--- config.mk ---
export PLATFORM = sky130hd
export DESIGN_NAME = orb_wr_arbiter_flat
export DESIGN_NICKNAME = d
export VERILOG_FILES = /design/src/rtl/orb_wr_arbiter_if.sv /design/src/rtl/orb_wr_arbiter.sv /design/src/flat_wrapper.sv
export SDC_FILE = /design/constraint.sdc
export NUM_CORES = 1
export LEC_CHECK = 0
export BUFFER_PORTS_ARGS = -buffer_cell sky130_fd_sc_hd__buf_4
export CAP_MARGIN = 25
export CORE_ASPECT_RATIO = 0.8
export CORE_MARGIN = 5
export CORE_UTILIZATION = 53
export CTS_CLUSTER_SIZE = 25
export DETAILED_ROUTE_END_ITERATION = 16
export GPL_TIMING_DRIVEN = 0
export HOLD_SLACK_MARGIN = 0.1
export PLACE_DENSITY = 0.77
export REMOVE_ABC_BUFFERS = 1
export SLEW_MARGIN = 10
export SYNTH_ARGS = -nofsm -noshare
export SYNTH_HDL_FRONTEND = slang
export SYNTH_SLANG_ARGS = --single-unit
export TNS_END_PERCENT = 1
--- constraint.sdc ---
create_clock -name clk -period 18.1 [get_ports clk]
set_input_delay 2.715 -clock clk [delete_from_list [all_inputs] [get_ports clk]]
set_output_delay 2.715 -clock clk [all_outputs]
set_load 0.005 [all_outputs]
--- src/rtl/orb_wr_arbiter_if.sv ---
// orb_wr_arbiter_if: per-requester write strobes in, shared RAM write port and status out
interface orb_wr_arbiter_if #(
  parameter int N_REQ = 5,
  parameter int AW = 11,
  parameter int DW = 12
);
  logic [N_REQ-1:0] iWE;
  logic [N_REQ*AW-1:0] iAddr;
  logic [N_REQ*DW-1:0] iWord;
  logic [AW-1:0] oWrAddr;
  logic [DW-1:0] oWord;
  logic oWE1;
  logic oWE2;
  logic oBusy;
  logic [N_REQ-1:0] oOvf;
  modport master(output iWE, iAddr, iWord, input oWrAddr, oWord, oWE1, oWE2, oBusy, oOvf);
  modport slave(input iWE, iAddr, iWord, output oWrAddr, oWord, oWE1, oWE2, oBusy, oOvf);
endinterface

--- src/rtl/orb_wr_arbiter.sv ---
// orb_wr_arbiter: round-robin serializer of packer writes into the ping-pong orbital frame RAMs
module orb_wr_arbiter #(
  parameter int N_REQ = 5,
  parameter int AW = 11,
  parameter int DW = 12
) (
  input logic clk,
  input logic rst,
  input logic iSW,
  input logic iClrOvf,
  orb_wr_arbiter_if.slave bus
);
  localparam int PW = N_REQ > 1 ? $clog2(N_REQ) : 1;
  logic swMeta, swS, found;
  logic [N_REQ-1:0] pend, pBank1, gnt, ovfSet;
  logic [AW-1:0] pAddr [N_REQ];
  logic [DW-1:0] pWord [N_REQ];
  logic [PW-1:0] ptr, win, cand;
  // first pending index after the last winner, wrapping modulo N_REQ
  always_comb begin
    win = ptr;
    cand = ptr;
    found = 1'b0;
    for (int i = 1; i <= N_REQ; i++) begin
      cand = PW'((int'(ptr) + i) % N_REQ);
      if (!found && pend[cand]) begin
        win = cand;
        found = 1'b1;
      end
    end
    gnt = found ? N_REQ'(1) << win : '0;
    ovfSet = bus.iWE & pend & ~gnt;
  end
  always_ff @(posedge clk) begin
    if (rst) begin
      swMeta <= 1'b0;
      swS <= 1'b0;
      pend <= '0;
      ptr <= PW'(N_REQ - 1);
      bus.oWrAddr <= '0;
      bus.oWord <= '0;
      bus.oWE1 <= 1'b0;
      bus.oWE2 <= 1'b0;
      bus.oBusy <= 1'b0;
      bus.oOvf <= '0;
    end else begin
      swMeta <= iSW;
      swS <= swMeta;
      // a granted entry frees its slot this edge, so a same-cycle reload is accepted
      for (int k = 0; k < N_REQ; k++)
        if (bus.iWE[k] && (!pend[k] || gnt[k])) begin
          pAddr[k] <= bus.iAddr[k*AW +: AW];
          pWord[k] <= bus.iWord[k*DW +: DW];
          pBank1[k] <= swS;
        end
      pend <= (pend & ~gnt) | bus.iWE;
      ptr <= found ? win : ptr;
      if (found) begin
        bus.oWrAddr <= pAddr[win];
        bus.oWord <= pWord[win];
      end
      bus.oWE1 <= found & pBank1[win];
      bus.oWE2 <= found & ~pBank1[win];
      bus.oBusy <= |pend | bus.oWE1 | bus.oWE2;
      bus.oOvf <= ovfSet | (iClrOvf ? '0 : bus.oOvf);
    end
  end
endmodule

--- src/flat_wrapper.sv ---
// flat-port wrapper written by rule: the top's interface ports become plain ports
module orb_wr_arbiter_flat 
#(
  parameter int N_REQ = 5,
  parameter int AW = 11,
  parameter int DW = 12
)
  (clk, rst, iSW, iClrOvf, bus_iWE, bus_iAddr, bus_iWord, bus_oWrAddr, bus_oWord, bus_oWE1, bus_oWE2, bus_oBusy, bus_oOvf);
  orb_wr_arbiter_if #(.N_REQ(N_REQ), .AW(AW), .DW(DW)) bus_i ();
  input logic clk;
  input logic rst;
  input logic iSW;
  input logic iClrOvf;
  input wire logic [$bits(bus_i.iWE)-1:0] bus_iWE;
  input wire logic [$bits(bus_i.iAddr)-1:0] bus_iAddr;
  input wire logic [$bits(bus_i.iWord)-1:0] bus_iWord;
  output wire logic [$bits(bus_i.oWrAddr)-1:0] bus_oWrAddr;
  output wire logic [$bits(bus_i.oWord)-1:0] bus_oWord;
  output wire logic [$bits(bus_i.oWE1)-1:0] bus_oWE1;
  output wire logic [$bits(bus_i.oWE2)-1:0] bus_oWE2;
  output wire logic [$bits(bus_i.oBusy)-1:0] bus_oBusy;
  output wire logic [$bits(bus_i.oOvf)-1:0] bus_oOvf;
  assign bus_i.iWE = bus_iWE;
  assign bus_i.iAddr = bus_iAddr;
  assign bus_i.iWord = bus_iWord;
  assign bus_oWrAddr = bus_i.oWrAddr;
  assign bus_oWord = bus_i.oWord;
  assign bus_oWE1 = bus_i.oWE1;
  assign bus_oWE2 = bus_i.oWE2;
  assign bus_oBusy = bus_i.oBusy;
  assign bus_oOvf = bus_i.oOvf;
  orb_wr_arbiter #(.N_REQ(N_REQ), .AW(AW), .DW(DW)) u_core (.clk(clk), .rst(rst), .iSW(iSW), .iClrOvf(iClrOvf), .bus(bus_i));
endmodule
== Yosys cells after proc, flatten, opt, wreduce, memory -nomap -nowiden ==
Memories as Yosys holds them, arrays and structs flattened. A register that Yosys moved wholly into a read port is not among the register bits.
Index checks and enable logic that the tools add are counted.
Operators by class
  $add $sub $neg: 5
  div/mod/pow operators: 5
  $lt $le $gt $ge: 6
  shift operators: 1
  multiplexer cells: 39
  bitwise logic cells: 12
  reduce and logical (&&, ||, !) cells: 29
Operator list (count)
  remainder unit 32 x 4 -> 32 bit (second input constant): 5
  two-way mux 1 bit: 26
  less-than comparator 3 x 4 -> 1 bit (second input constant): 6
  binary-select mux 1 bit (select 3 bit): 6
  bitwise AND 5 bit: 3
  two-way mux 3 bit: 5
  two-way mux 5 bit: 2
  bitwise OR 5 bit: 2
  AND reduction 2 bit: 5
  logical AND 1 bit: 9
  logical NOT 1 bit: 9
  adder 3 x 2 -> 4 bit (second input constant): 2
  adder 3 x 3 -> 4 bit (second input constant): 2
  logical OR 1 bit: 5
  inverter 5 bit: 1
  OR reduction 5 bit: 1
  left shift 1 x 3 -> 5 bit (first input constant): 1
  adder 3 x 1 -> 4 bit (second input constant): 1
  bitwise AND 1 bit: 2
  inverter 1 bit: 2
  bitwise OR 1 bit: 2
Storage, ports and cells
  register bits: 23
  memory bits (writable): 115
  input bits: 124
  output and inout port bits: 31
  memories kept: 2
Memory list
  u_core.pWord: words 5, width 12, rd ports 1, clocked after Yosys merged registers in 1, wr ports 5, RTL line orb_wr_arbiter.sv:17  | logic [DW-1:0] pWord [N_REQ];
  u_core.pAddr: words 5, width 11, rd ports 1, clocked after Yosys merged registers in 1, wr ports 5, RTL line orb_wr_arbiter.sv:16  | logic [AW-1:0] pAddr [N_REQ];

== Logic depth before layout (Yosys ltp) ==
Gate-level depths: netlist (run 1).
  word-level depth: 24
  mapped depth: 26
  gate-level depth less buffers: 20

== Worst setup path before layout (run 1) ==
No wires, ideal clock.
  path type: register to register
  start point: reg u_core.ptr[0]
  end point: mem u_core.pAddr[0][0], enable pin
  setup time: 383 ps
  data arrival time: 6075 ps
  required time: 17717 ps
  setup slack: 11642 ps
  cell stages (with the launch flop): 25
  cells stage by stage: dfxtp_1 -> buf_2 -> buf_2 -> buf_1 -> buf_1 -> inv_1 -> ha_1 -> inv_1 -> buf_1 -> ha_1 -> inv_1 -> ha_1 -> a211o_1 -> a32oi_2 -> mux2i_1 -> mux2_1 -> a211oi_2 -> or2b_2 -> nor3_2 -> a21oi_1 -> buf_4 -> buf_6 -> nand2_1 -> o21ai_1 -> and3_1
RTL lines
  start, declared: RTL line orb_wr_arbiter.sv:18  | logic [PW-1:0] ptr, win, cand;
  start signal, assigned: RTL line orb_wr_arbiter.sv:39  | ptr <= PW'(N_REQ - 1);
  start signal, assigned: RTL line orb_wr_arbiter.sv:57  | ptr <= found ? win : ptr;
  end, declared: RTL line orb_wr_arbiter.sv:16

==> flow_summary_export.csv, run 1 <==
group,metric,value,unit
outcome,status,"complete, no violations",
global_routing,grt.total_usage,23.8,%
critical_path,crit_type,"flip-flop to flip-flop",
sta,finalMaxSlewViolations,0,
clock_network,clk_pin_slew,0.07,ns
cells_and_area,stdcell_area,0.00989,mm2
clock_network,postCtsSetupBuffers,0,
critical_path,arrival,7.82,ns
job,cap_violations,0,
critical_path,path_depth,19,
sta,timing.fmax,129,MHz
floorplan,core_area,0.0149,mm2
critical_path,required,18.16,ns
yosys,ys_warn_count,0,
global_routing,grt_max_degree,40,
yosys,async_flop_share,0,%
cells_and_area,num_antenna_cells,0,
cells_and_area,syn2layout_area_growth,23.9,%
critical_path,path_buf_inv,4,
critical_path,cp_slowest_stage_delay,0.88,ns
sta,skew,0.00863,ns
floorplan,start_util,53.5,%
global_routing,grt_pass1_vias,6086,
floorplan,die_w,147,um
drt,dr_wl_met2,10100,um
placed_design,globalplace.congestion,0.943,
clock_network,clkLatencyLatePin,0.43,ns
worst_hold_path,min_path_cells,1,
clock_network,cts_made_buffers,17,
global_routing,grt_pass1_wl,32700,um
drt,drc,0,
placed_design,port_buffers,154,
clock_network,root_buffer,"clkbuf_16",
sta,finalCritPeriodShare,42.9,%
global_routing,grt-ovfl-total,0,
clock_network,h-tree-depth,4,
global_routing,antenna_found_initial,0,
critical_path,worstReg2RegEnd,"u_core.pWord[0][2]",
drt,routed_wl,21100,um
sta,hold_viol_final,0,
critical_path,cp_max_fo,39,
drt,vias_per_cell,6.02,
critical_path,cp_slowest_cell,"dfxtp_2",
clock_network,hold_buffers,0,
floorplan,die-area,0.0176,mm2
critical_path,reg2reg_depth,19,
drt,dr.pass1.iters,5,
clock_network,clock-sinks,161,
clock_network,cts_tree,"yes",
placed_design,placed_area,0.00929,mm2
yosys,yosys.cell_types.count,80,
cells_and_area,nNetsFinal,938,
drt,routedWlPerCell,21.3,um
floorplan,rows,40,
floorplan,num_io_pins,155,
cells_and_area,final_layout_size_suffix_gt1_share,29.3,%
critical_path,r2r_start,"u_core.ptr[0]",
yosys,syn_inst,648,
yosys,synth_top_area_cell,"edfxtp_1",
worst_hold_path,hold_class,"flip-flop to flip-flop",
yosys,ys.flop_type,"edfxtp_1",
yosys,syn_area_per_cell,12.3,um2
critical_path,worstSetupStartpoint,"u_core.ptr[0]",
floorplan,die-height,120,um
yosys,synth_edf_count,120,
placed_design,hpwlAfterDp,14800,um
yosys,synthTopCellsByArea,"edfxtp_1 (45%), dfxtp_1 (10%), mux2i_1 (6.4%), ha_1 (4.1%), o221a_1 (3.2%)",
sta,rsz0062_at_grt,"false",
critical_path,r2r_slack,10.34,ns
drt,highest_layer,"met4",
sta,setup_violations,0,
sta,maxSlewHeadroom,44.2,%
drt,routedLengthMet1,8850,um
yosys,ys_ff_latch,161,
yosys,synth_area,0.00798,mm2
critical_path,path_delay_family,"compound AO/OA/AOI/OAI gates",
clock_network,cts_resized,0,
critical_path,crit_path_end_kind,"flip-flop",
drt,drtAntennaViolNets,0,
clock_network,cts_buffer_depth,2,
critical_path,cp-start-kind,"flip-flop",
critical_path,crit_path_end,"u_core.pWord[0][2]",
drt,dr.first_iter.drc_count,502,
drt,wl_met3,1680,um
yosys,seq_area_frac_synth,55.4,%
sta,setup_tns,0,ns
sta,worst_pin_slew,0.837,ns
drt,vias,5958,
sta,period_minus_slack,7.76,ns
yosys,synth.top_cell.area_share,45.2,%
critical_path,crit_path_cell_trace,"inv_1 -> ha_1 -> inv_1 -> ha_1 -> inv_1 -> ha_1 -> nand2b_1 -> a2111oi_0 -> o21ai_0 -> o21ai_0 -> a32o_1 -> or3_1 -> or2_0 -> nor3_2 -> a21oi_4 -> buf_12 -> nand2_1 -> o21ai_1 -> and3_2",
-- routing by layer --
metal  vias up  global-route usage, %
li1       2779                      -
met1      2868                   31.6
met2       279                   38.5
met3        32                   6.91
met4         0                   6.87
met5         -                      0
-- stage by stage --
step           hold slack [ns]  std cells  setup slack, ns  utilization, %
2_1_floorplan            0.414        608             8.24               -
4_1_cts                  0.440        989            10.46            66.3
3_5_place_dp             0.423        957            10.50            62.3
3_3_place_gp             0.426        951             5.05            61.2
6_report                 0.438        989            10.34            66.3
5_1_grt                  0.447        989             9.88            66.3
-- state kept, by name (all words and copies together) (netlist names), 3 cells and up --
name and cells:
u_core.ptr 3, u_core.pAddr 55, u_core.bus.oWrAddr 11, u_core.bus.oOvf 5, u_core.bus.oWord 12, u_core.pWord 60
u_core.pBank1 5, u_core.pend 5
-- cell type report --
cell class	instances	area, um2
clock inverter	15	169
multi-input combinational	419	3230
clock buffer	17	425
fill	1070	5030
sequential	161	4430
inverter	28	105
tap	189	236
timing repair buffer	160	1290
-- synth_stat cells (all sizes together), types with 3 or more instances --
library cell and n:
nor4 7, inv 28, nor3 6, nand2 44, o221a 23, or2 6, clkbuf 19, o31ai 8
o21ai 63, xnor2 7, dfxtp 41, nand2b 6, edfxtp 120, a211o 3, o2bb2ai 3, o32a 3
a21oi 24, o22ai 4, mux2i 51, nand4 3, ha 26, o211ai 7, a31oi 6, and3 9
nor2 22, mux4 5, a21o 5, a32oi 4, a211oi 9, or3 3, mux2 6, nand3 10
nand4b 3, and2 3, buf 21
-- worst min path at each step --
stage	from	to	slack, ns
final	u_core.swMeta	u_core.swS	0.44
after global routing	u_core.swMeta	u_core.swS	0.45
after CTS	u_core.swMeta	u_core.swS	0.44
after detailed placement	u_core.swMeta	u_core.swS	0.42
after global placement	u_core.swMeta	u_core.swS	0.43
after floorplan	u_core.swMeta	u_core.swS	0.41
-- cells in the final DEF, fill, tap and decap left out, types with 3 or more instances in the layout --
master,count
o31ai_1,6
inv_6,3
nand3_1,9
mux2i_1,51
o21ai_0,14
a21oi_1,21
ha_1,26
a21o_1,5
nand2_1,42
clkbuf_16,17
o22ai_1,4
o2bb2ai_1,3
a211oi_1,8
mux2_2,5
nand2b_1,6
nand4b_1,3
edfxtp_1,120
or2_2,5
o221a_1,23
nor4_1,7
dfxtp_1,40
nor2_1,22
and3_1,5
and2_1,3
a31oi_1,6
a211o_1,3
inv_8,5
o211ai_1,7
and3_2,4
a32oi_1,3
mux4_2,5
buf_16,3
xnor2_1,6
nor3_1,5
clkinvlp_4,3
inv_1,26
nand4_1,3
or3_1,3
o21ai_1,49
buf_4,154
-- kinds of logic after synthesis --
family	after synthesis	share of synthesized area, %
xor gates and xnor gates	8	1.07
buffers and inverters	68	4.30
adders and majority gates	27	4.33
DFF	161	55.4
AOI/OAI and AO/OA	187	17.3
and+or+nand+nor	135	8.92
muxes	62	8.66
Power of run 1 is left out: the tool's default activity adds up to more than one toggle a clock period on the data nets, which glitch-free logic cannot reach.
==> run 2: changes to the inputs <==
Clock period 18.1 ns to 7.72 ns, I/O delays scaled along.
==> flow_summary_export.csv, run 2 (synthesized netlist as in run 1, its figures left out) <==
group,metric,value,unit
outcome,status,"complete, no violations",
sta,timing.fmax,140,MHz
floorplan,core_area,0.0149,mm2
drt,vias_per_cell,6.06,
clock_network,cts_made_buffers,17,
placed_design,globalplace.congestion,0.943,
critical_path,cp_max_fo,39,
drt,dr.first_iter.drc_count,459,
clock_network,clk_pin_slew,0.07,ns
sta,hold_viol_final,0,
critical_path,cp-start-kind,"flip-flop",
job,cap_violations,0,
global_routing,grt_pass1_wl,32700,um
drt,vias,5994,
floorplan,rows,40,
cells_and_area,stdcell_area,0.00989,mm2
global_routing,grt.total_usage,23.8,%
critical_path,crit_type,"flip-flop to flip-flop",
sta,finalCritPeriodShare,92.4,%
cells_and_area,nNetsFinal,938,
sta,skew,0.0105,ns
global_routing,grt_pass1_vias,6086,
critical_path,crit_path_end_kind,"flip-flop",
worst_hold_path,hold_class,"flip-flop to flip-flop",
drt,drtAntennaViolNets,0,
critical_path,required,7.78,ns
floorplan,die_w,147,um
critical_path,arrival,7.20,ns
sta,period_minus_slack,7.14,ns
sta,worst_pin_slew,0.832,ns
drt,routed_wl,21100,um
drt,drc,0,
clock_network,root_buffer,"clkbuf_16",
global_routing,grt_max_degree,40,
drt,dr.pass1.iters,5,
sta,rsz0062_at_grt,"false",
cells_and_area,final_common_cell,"buf_4",
floorplan,die-height,120,um
cells_and_area,reg_top3,"u_core.pWord (60), u_core.pAddr (55), u_core.bus.oWord (12)",
global_routing,antenna_found_initial,0,
drt,routedWlPerCell,21.3,um
placed_design,port_buffers,154,
cells_and_area,top_register,"u_core.pWord",
clock_network,clkLatencyLatePin,0.43,ns
clock_network,clock-sinks,161,
cells_and_area,largest_reg_flops,60,
cells_and_area,n_fill_cell,1069,
placed_design,hpwlAfterDp,14800,um
sta,finalMaxSlewViolations,0,
clock_network,hold_buffers,0,
cells_and_area,final_layout_size_suffix_gt1_share,29.4,%
floorplan,num_io_pins,155,
floorplan,start_util,53.5,%
cells_and_area,syn2layout_area_growth,24.0,%
cells_and_area,layout_common_cells,"buf_4 (154), edfxtp_1 (120), mux2i_1 (51)",
sta,maxSlewHeadroom,44.4,%
global_routing,grt-ovfl-total,0,
clock_network,cts_buffer_depth,2,
cells_and_area,num_antenna_cells,0,
placed_design,placed_area,0.00929,mm2
clock_network,h-tree-depth,4,
floorplan,die-area,0.0176,mm2
clock_network,cts_tree,"yes",
sta,setup_violations,0,
## run 2: cell counts in the layout (fill, tap and decap cells not counted)
No cell type changed its count.
## run 2: timing repair
item | CTS | global route
setup endpoints to repair | 0 | 62
gates resized for setup | 0 | 2
endpoints found under the hold margin | 0 | 0
buffers inserted | 0 | 0
## run 2: cell type report
type | count | area, um2 | area share, %
Clock buffer | 17 | 425 | 4.30
Multi-Input combinational cell | 419 | 3240 | 32.7
Clock inverter | 15 | 169 | 1.71
Sequential cell | 161 | 4430 | 44.8
Tap cell | 189 | 236 | 2.39
Timing Repair Buffer | 160 | 1290 | 13.1
Inverter | 28 | 105 | 1.06
## run 2: layer usage
metal  vias up  global-route usage [%]  wire length (um)
li1       2780                       -                 -
met1      2901                    31.6              8930
met2       284                    38.5             10100
met3        29                    6.91              1700
met4         0                    6.87               422
met5         -                       0                 0
## run 2: metrics by stage
| step | hold WS, ns | instances | setup slack, ns | utilization (%) | TNS, ns |
|---|---|---|---|---|---|
| after global routing | 0.447 | 989 | 0.171 | 66.3 | 0 |
| after detailed placement | 0.423 | 957 | 0.118 | 62.3 | 0 |
| after global placement | 0.426 | 951 | -5.33 | 61.2 | -620.78 |
| after CTS | 0.440 | 989 | 0.0772 | 66.3 | 0 |
| final | 0.438 | 989 | 0.584 | 66.3 | 0 |
| after floorplan | 0.414 | 608 | -2.14 | - | -217.36 |
## run 2: worst max-delay path, cell delays in order, from the launching register on
cell and delay [ns]:
dfxtp_4 0.65, ha_1 0.52, xnor2_2 0.28, inv_2 0.18, ha_1 0.30, nor3_1 0.26
o22ai_1 0.15, xnor2_1 0.21, inv_1 0.10, ha_1 0.18, nand2b_1 0.15, a32oi_2 0.27
mux2i_1 0.43, mux2_1 0.39, a211oi_2 0.34, or2b_2 0.27, nor3_2 0.08, a21oi_4 0.66
buf_12 0.28, nand2_1 0.11, o21ai_1 0.22, and3_2 0.70
## run 2: worst paths after layout
path	startpoint	cells after the start	to	slack [ns]
worst max-delay path	u_core.ptr[0]	21	u_core.pWord[0][2]	0.58
worst min-delay path	u_core.swMeta	1	u_core.swS	0.44
worst max register to register	u_core.ptr[0]	21	u_core.pWord[0][2]	0.58
worst min register to register	u_core.swMeta	1	u_core.swS	0.44
Power of run 2 is left out for the same reason.
